### src/rtl/trap_pkg.sv
// Shared types and constants for the machine-mode trap sequencer:
// FSM states, CSR addresses, mcause codes and CSR bit positions.
package trap_pkg;

  typedef enum logic [1:0] {
    IDLE = 2'd0,
    TRAP = 2'd1,
    MRET = 2'd2
  } state_e;

  localparam logic [11:0] CSR_MSTATUS = 12'h300;
  localparam logic [11:0] CSR_MIE     = 12'h304;
  localparam logic [11:0] CSR_MTVEC   = 12'h305;
  localparam logic [11:0] CSR_MEPC    = 12'h341;
  localparam logic [11:0] CSR_MCAUSE  = 12'h342;
  localparam logic [11:0] CSR_MIP     = 12'h344;

  localparam logic [31:0] CAUSE_ILLEGAL  = 32'd2;
  localparam logic [31:0] CAUSE_EBREAK   = 32'd3;
  localparam logic [31:0] CAUSE_ECALL    = 32'd11;
  localparam logic [31:0] CAUSE_MEXT_IRQ = 32'h8000_000B;

  localparam int MSTATUS_MIE  = 3;
  localparam int MSTATUS_MPIE = 7;
  localparam int MIE_MEIE     = 11;
  localparam int MIP_MEIP     = 11;

  localparam logic [31:0] ALIGN_MASK = 32'hFFFF_FFFC;

endpackage

### src/rtl/trap_csr_file.sv
// Trap CSRs (mstatus MIE/MPIE, mie MEIE, mtvec, mepc, mcause, mip) with a
// hardware trap/mret update port, a software write port and a read mux.
module trap_csr_file
  import trap_pkg::*;
#(
  parameter logic [31:0] RESET_MTVEC = 32'h0000_0100
) (
  input  logic        clk,
  input  logic        reset_n,
  input  logic        hw_trap_i,
  input  logic        hw_mret_i,
  input  logic [31:0] hw_cause_i,
  input  logic [31:0] hw_pc_i,
  input  logic        sw_we_i,
  input  logic [11:0] addr_i,
  input  logic [31:0] wdata_i,
  input  logic        irq_ext_i,
  output logic [31:0] rdata_o,
  output logic        mstatus_mie_o,
  output logic        mie_meie_o,
  output logic [31:0] mtvec_o,
  output logic [31:0] mepc_o
);

  logic        mie_q, mie_d;
  logic        mpie_q, mpie_d;
  logic        meie_q, meie_d;
  logic [31:0] mtvec_q, mtvec_d;
  logic [31:0] mepc_q, mepc_d;
  logic [31:0] mcause_q, mcause_d;

  // Hardware updates and software writes never coincide, so trap/mret win.
  always_comb begin
    // NOTE: every next-state value defaults to its register so no path infers a latch.
    mie_d    = mie_q;
    mpie_d   = mpie_q;
    meie_d   = meie_q;
    mtvec_d  = mtvec_q;
    mepc_d   = mepc_q;
    mcause_d = mcause_q;
    if (hw_trap_i) begin
      mepc_d   = hw_pc_i & ALIGN_MASK;
      mcause_d = hw_cause_i;
      mpie_d   = mie_q;
      mie_d    = 1'b0;
    end else if (hw_mret_i) begin
      mie_d  = mpie_q;
      mpie_d = 1'b1;
    end else if (sw_we_i) begin
      case (addr_i)
        CSR_MSTATUS: begin
          mie_d  = wdata_i[MSTATUS_MIE];
          mpie_d = wdata_i[MSTATUS_MPIE];
        end
        CSR_MIE:    meie_d   = wdata_i[MIE_MEIE];
        CSR_MTVEC:  mtvec_d  = wdata_i & ALIGN_MASK;
        CSR_MEPC:   mepc_d   = wdata_i & ALIGN_MASK;
        CSR_MCAUSE: mcause_d = wdata_i;
        default:    ;
      endcase
    end
  end

  // NOTE: sequential state uses non-blocking assignments only.
  always_ff @(posedge clk or negedge reset_n) begin
    if (!reset_n) begin
      mie_q    <= 1'b0;
      mpie_q   <= 1'b0;
      meie_q   <= 1'b0;
      mtvec_q  <= RESET_MTVEC & ALIGN_MASK;
      mepc_q   <= '0;
      mcause_q <= '0;
    end else begin
      mie_q    <= mie_d;
      mpie_q   <= mpie_d;
      meie_q   <= meie_d;
      mtvec_q  <= mtvec_d;
      mepc_q   <= mepc_d;
      mcause_q <= mcause_d;
    end
  end

  always_comb begin
    rdata_o = '0;
    case (addr_i)
      CSR_MSTATUS: begin
        rdata_o[MSTATUS_MIE]  = mie_q;
        rdata_o[MSTATUS_MPIE] = mpie_q;
      end
      CSR_MIE:    rdata_o[MIE_MEIE] = meie_q;
      CSR_MTVEC:  rdata_o = mtvec_q;
      CSR_MEPC:   rdata_o = mepc_q;
      CSR_MCAUSE: rdata_o = mcause_q;
      CSR_MIP:    rdata_o[MIP_MEIP] = irq_ext_i;
      default:    rdata_o = '0;
    endcase
  end

  assign mstatus_mie_o = mie_q;
  assign mie_meie_o    = meie_q;
  assign mtvec_o       = mtvec_q;
  assign mepc_o        = mepc_q;

endmodule

### src/rtl/trap_ctrl.sv
// Machine-mode trap sequencer: picks one event per EX boundary, squashes the
// EX instruction, updates the trap CSRs and redirects fetch for one cycle.
module trap_ctrl
  import trap_pkg::*;
#(
  parameter logic [31:0] RESET_MTVEC = 32'h0000_0100
) (
  input  logic        clk,
  input  logic        reset_n,
  input  logic        ex_valid,
  input  logic        ex_busy,
  input  logic [31:0] ex_pc,
  input  logic        ex_ecall,
  input  logic        ex_ebreak,
  input  logic        ex_illegal,
  input  logic        ex_mret,
  input  logic        irq_ext,
  input  logic        csr_we,
  input  logic [11:0] csr_addr,
  input  logic [31:0] csr_wdata,
  output logic [31:0] csr_rdata,
  output logic        trap_kill_ex,
  output logic        trap_pc_valid,
  output logic [31:0] trap_pc,
  output logic        trap_flush,
  output logic        trap_busy
);

  state_e      state_q, state_d;
  logic        bnd, irq_take, trap_take, mret_take, sw_we;
  logic        mstatus_mie, mie_meie;
  logic [31:0] cause, mtvec, mepc;

  assign bnd       = ex_valid & ~ex_busy & (state_q == IDLE);
  assign irq_take  = irq_ext & mstatus_mie & mie_meie;
  assign trap_take = bnd & (irq_take | ex_illegal | ex_ebreak | ex_ecall);
  assign mret_take = bnd & ex_mret & ~trap_take;

  assign trap_kill_ex = trap_take | mret_take;
  assign sw_we        = csr_we & ex_valid & ~trap_kill_ex & (state_q == IDLE);

  always_comb begin
    cause = CAUSE_ECALL;
    if (irq_take)        cause = CAUSE_MEXT_IRQ;
    else if (ex_illegal) cause = CAUSE_ILLEGAL;
    else if (ex_ebreak)  cause = CAUSE_EBREAK;
  end

  trap_csr_file #(.RESET_MTVEC(RESET_MTVEC)) u_csr (
    .clk           (clk),
    .reset_n       (reset_n),
    .hw_trap_i     (trap_take),
    .hw_mret_i     (mret_take),
    .hw_cause_i    (cause),
    .hw_pc_i       (ex_pc),
    .sw_we_i       (sw_we),
    .addr_i        (csr_addr),
    .wdata_i       (csr_wdata),
    .irq_ext_i     (irq_ext),
    .rdata_o       (csr_rdata),
    .mstatus_mie_o (mstatus_mie),
    .mie_meie_o    (mie_meie),
    .mtvec_o       (mtvec),
    .mepc_o        (mepc)
  );

  always_ff @(posedge clk or negedge reset_n) begin
    if (!reset_n) state_q <= IDLE;
    else          state_q <= state_d;
  end

  always_comb begin
    state_d = IDLE;
    if (state_q == IDLE) begin
      if (trap_take)      state_d = TRAP;
      else if (mret_take) state_d = MRET;
    end
  end

  // Redirect outputs decode the state register only, so async reset clears them at once.
  always_comb begin
    trap_pc_valid = 1'b0;
    trap_pc       = '0;
    trap_flush    = 1'b0;
    trap_busy     = 1'b0;
    case (state_q)
      TRAP: begin
        trap_pc_valid = 1'b1;
        trap_pc       = mtvec;
        trap_flush    = 1'b1;
        trap_busy     = 1'b1;
      end
      MRET: begin
        trap_pc_valid = 1'b1;
        trap_pc       = mepc;
        trap_flush    = 1'b1;
        trap_busy     = 1'b1;
      end
      default: ;
    endcase
  end

endmodule
### config.mk
export PLATFORM = sky130hd
export DESIGN_NAME = trap_ctrl
export DESIGN_NICKNAME = d
export VERILOG_FILES = /design/src/rtl/trap_pkg.sv /design/src/rtl/trap_csr_file.sv /design/src/rtl/trap_ctrl.sv
export SDC_FILE = /design/constraint.sdc
export NUM_CORES = 1
export LEC_CHECK = 0
export CORE_ASPECT_RATIO = 1.25
export CORE_MARGIN = 2
export CORE_UTILIZATION = 53
export CTS_CLUSTER_SIZE = 14
export DETAILED_ROUTE_END_ITERATION = 8
export GPL_TIMING_DRIVEN = 0
export PLACE_DENSITY = 0.87
export SLEW_MARGIN = 20
export SYNTH_ARGS = -nofsm -noshare
export SYNTH_HDL_FRONTEND = slang
export SYNTH_SLANG_ARGS = --single-unit
### constraint.sdc
create_clock -name clk -period 3.9 [get_ports clk]
set_input_delay 0.78 -clock clk [delete_from_list [all_inputs] [get_ports clk]]
set_output_delay 0.78 -clock clk [all_outputs]
set_load 0.1 [all_outputs]
# Yosys cells after proc, flatten, opt, wreduce, memory -nomap -nowiden
# Cells that the tools add are included.
[word_totals]
reg_bits = 99
input_bits = 86
output_inout_bits = 68
[classes]
eq_ne = 9
mux = 31
bitwise = 18
reduce_logical = 12
[op_table]
columns = ["cell", "n"]
rows = [
  ["$mux 32", 9],
  ["$eq 12x10->1 const B", 6],
  ["$pmux 32 s2", 1],
  ["$pmux 20 s3", 1],
  ["$pmux 3 s3", 3],
  ["$and 1x1->1", 10],
  ["$mux 1", 9],
  ["$mux 4", 2],
  ["$pmux 1 s4", 2],
  ["$reduce_and 4->1", 2],
  ["$mux 2", 3],
  ["$reduce_and 3->1", 2],
  ["$reduce_bool 2->1", 3],
  ["$reduce_bool 3->1", 2],
  ["$pmux 1 s5", 1],
  ["$not 1->1", 4],
  ["$or 1x1->1", 4],
  ["$eq 2x1->1 const B", 1],
  ["$eq 2x2->1 const B", 1],
  ["$logic_not 2->1", 1],
  ["$ne 2x2->1 const B", 1],
  ["$reduce_and 2->1", 1],
  ["$reduce_or 2->1", 1],
]

# Logic depth before layout (Yosys ltp)
[depth]
depth_word = 15
ltp_mapped = 9

# Modules after synthesis
# Synthesis repeated with hierarchy kept, for this count alone.
[hier_totals]
cells_unflattened = 630
hier_area_um2 = 5848.1
[modules_own_cells]
columns = ["mod", "n_inst", "cells_each", "area_per_inst_um2", "seq_area_each_um2"]
rows = [
  ["trap_csr_file", 1, 530, 5170.0, 2378.5],
  ["trap_ctrl", 1, 100, 678.2, 50.0],
]

# Worst setup path after synthesis
# OpenSTA, ideal clock, no wires.
[synth_path]
kind = "input to output"
from = "in csr_addr[0]"
to = "out csr_rdata[11]"
arrival_time_ns = 6.266
slack_ns = -3.146
stages = 4
path_buffers = 0
path_cell_list = "or4b_4 o22ai_1 a21oi_1 a2111oi_0"
[synth_between]
elab_chain_len = 2
elab_cells_between_ends = 6
cone_classes = "eq/ne (5); mux (1)"
[synth_rtl]
columns = ["item", "line_no", "text"]
rows = [
  ["start, declared", "trap_ctrl.sv:19", "input logic [11:0] csr_addr,"],
  ["$eq 12x10->1", "trap_csr_file.sv:85", "case (addr_i)"],
  ["$pmux 1 s5 *", "trap_csr_file.sv:85", ""],
  ["end, declared", "trap_ctrl.sv:21", "output logic [31:0] csr_rdata,"],
]
# Mark *: on every way between the ends. The rest lies on a longest branch, timed or not.

# Worst setup path after layout
[layout_path]
from = "in csr_addr[0]"
to = "out csr_rdata[20]"
[layout_between]
elab_chain_len = 2
elab_cells_between_ends = 4
cone_classes = "eq/ne (3); mux (1)"
[layout_rtl]
columns = ["item", "line_no"]
rows = [
  ["$eq 12x10->1", "trap_csr_file.sv:85"],
  ["$pmux 20 s3 *", "trap_csr_file.sv:85"],
]
# Marks and branches as above.

==> flow_summary.ini <==
[layout]
syn_to_final_growth_pct = 35.9
diodes = 0
drive_gt1_share_pct = 16.4
final_cell_mix = 104 x clkdlybuf4s50_1, 96 x dfrtp_1, 61 x nand4_1
layout_commonest_cell = clkdlybuf4s50_1
fin_nets = 847

[job]
drv_cap = 0

[power]
peakVddDrop_mv = 0.249
powerDensity_nw_per_um2 = 313
power.leakage_nw = 3.36

[synthesis]
synth_compound_area_share_pct = 24.6
synthCells = 596
ys.flop_type = dfrtp_1
ys_ff_latch = 97
synthXorXnorAreaFrac_pct = 0
synth_mux_area_share_pct = 6.43
synth_top_family_by_area = compound AO/OA/AOI/OAI gates
synth-simple-area-share_pct = 16.9
seq_area_frac_synth_pct = 43.3
yosysWarnings = 0
synth.largest_area_cell = dfrtp_1
synth.distinct_cells = 50
synth_area_leaders = dfrtp_1 43%, nand4_1 6.8%, mux2_2 6.4%
netlist.area_leader.share_pct = 42.9
synth-edff-count = 0
async_flop_share_pct = 100
avgSynthCellArea_um2 = 9.40
syn_area_um2 = 5610
synth-adder-area-share_pct = 0.670

[floorplan]
die_x_um = 96.0
fp.dieArea_um2 = 11400
fp.dieH_um = 119
ios = 154
start_util_pct = 53.6
core_area_um2 = 10500
rows = 42

[sta]
slew_violations = 0
skew_ns = 0.00546
fin_crit_sh_pct = 99.4
relSlewSlack_pct = 33.2
finalSetupViolations = 0
hold_slack_ns = 0.333
worst-slew-pin-transition_ns = 1.00
timing.setup.tns_ns = 0
fin_crit_ns = 3.88
fmax_mhz = 258
layout_setup_ws_ns = 0.0245
report.final.hold_viol_count = 0

[clock_network]
cts_tree = built
insertion_delay_ns = 0.35
cts_sinks = 97
holdBufCountCts = 0
cts_buffer_depth = 2
cts_made_buffers = 9
clkTransAtPathRegs_ns = 0.07
cts.htree.levels = 3
cts-root-buf = clkbuf_16

[global_route]
grt_pass1_wl_mm = 31.9
grt_antenna_before_repair = 0
grt_max_degree = 59
grt.total_usage_pct = 36.1
grt_pass1_vias = 6358
grt_overflow_total = 0

[routing]
drt-total-wl_mm = 20.4
drtAntennaViolNets = 0
via_count = 6305
wire_per_inst_um = 22.8
drc = 0
drtPass1Iterations = 7
viasPerCell = 7.04
drt_iter0_drc = 938

[placed_design]
place_ws_ns = -1.23
gp_congestion = 0.989
dpl.hpwl_mm = 14.4
port_buffers = 149

[hold_path]
hp-class = in2async

[run_status]
status = finished clean

[critical_path]
start_kind = input port
path_max_fanout = 10
cp.required_ns = 3.12
worstSetupEndpointType = primary output
crit_type = in2out
cp_data_arrival_time_ns = 3.10
through the flow:
step / instance area [um^2] / utilization [%] / power (mW) / cells
6_report: 7620 / 72.8 / 2.38 / 895
4_1_cts: 7570 / 72.4 / 2.35 / 893
3_5_place_dp: 7310 / 69.9 / 1.53 / 879
5_1_grt: 7620 / 72.8 / 2.45 / 895
3_3_place_gp: 7280 / 69.6 / 1.51 / 878
2_1_floorplan: 5620 / - / 1.33 / 597
cell usage after synthesis, types with 2 or more instances:
| library cell | number |
|---|---|
| nor2_1 | 34 |
| a222oi_1 | 27 |
| or3_1 | 3 |
| nor3_1 | 4 |
| o31ai_1 | 31 |
| clkbuf_1 | 47 |
| ha_1 | 3 |
| buf_1 | 4 |
| and3_1 | 4 |
| mux2_2 | 32 |
| o21ai_0 | 30 |
| or4b_4 | 2 |
| nand3_1 | 2 |
| a221o_1 | 2 |
| nand3b_1 | 2 |
| nor2b_1 | 30 |
| a21oi_1 | 31 |
| o21ai_1 | 2 |
| inv_1 | 35 |
| a22oi_1 | 32 |
| nand2_1 | 2 |
| o211ai_1 | 2 |
| dfrtp_1 | 96 |
| buf_4 | 7 |
| nand4_1 | 61 |
| buf_2 | 15 |
| a31oi_1 | 30 |
| nor4_1 | 4 |
report_power, final:
group | total, mW | switching (mW) | internal (mW)
logic | 0.397 | 0.235 | 0.162
registers | 1.13 | 0.0621 | 1.07
clock network | 0.850 | 0.383 | 0.466
total | 2.38 | 0.681 | 1.70
sequential cells by signal, indices dropped and copies added, names as in the netlist:
signal / flops
state_q: 2
u_csr.mcause_q: 32
u_csr.mepc_o: 30
u_csr.mie_meie_o: 1
u_csr.mpie_q: 1
u_csr.mstatus_mie_o: 1
u_csr.mtvec_o: 30
logic make-up (layout without fill, tap and decap cells):
group | count (synthesis) | after routing
buffers and inverters | 108 | 274
flip-flops | 97 | 97
AND/OR/NAND/NOR | 158 | 158
other | 1 | 2
AO/OA/AOI/OAI | 197 | 197
multiplexers | 32 | 32
adder cells (fa/ha/maj) | 3 | 3
final cells by class:
type                       instances  area, um^2
fill                             763        2840
multi-input combinational        392        2770
sequential                        97        2430
timing repair buffer             152        1520
buffer                            71         327
clock buffer                      13         260
tap                              132         165
inverter                          35         131
clock inverter                     3        17.5
routing by layer:
| layer | part of all wire (%) | wire length, um | global-route usage, % |
|---|---|---|---|
| met3 | 12 | 2480 | 8.67 |
| met1 | 34 | 6910 | 44.1 |
| met4 | 5.8 | 1180 | 22.8 |
| met2 | 48 | 9850 | 56.3 |
| met5 | 0 | 0 | 0 |
worst max-delay path, stage by stage:
cell	delay, ns
clkdlybuf4s50_1	0.50
or4b_4	0.63
nor3_2	0.29
clkbuf_2	0.34
a222oi_1	0.17
inv_1	0.10
buf_4	0.29
worst paths after layout:
path                                           from  depth (start not counted)  slack (ns)                end
worst min register to register    u_csr.mtvec_o[31]                          1        0.54  u_csr.mtvec_o[31]
min in group clk                  u_csr.mtvec_o[31]                          1        0.54  u_csr.mtvec_o[31]
worst max-delay path                    csr_addr[0]                          7        0.02      csr_rdata[20]
worst min-delay path                        reset_n                          1        0.33  u_csr.mtvec_o[23]
worst max register to register  u_csr.mstatus_mie_o                          6        1.30    u_csr.mepc_o[8]
max in group asynchronous                   reset_n                          2        2.91   u_csr.mtvec_o[8]
timing repair:
| action | CTS | global route |
|---|---|---|
| buffers inserted | 0 | 2 |
| resized for setup | 213 | 17 |
| setup endpoints to repair | 33 | 41 |
Power figures use the tool's default switching activity.
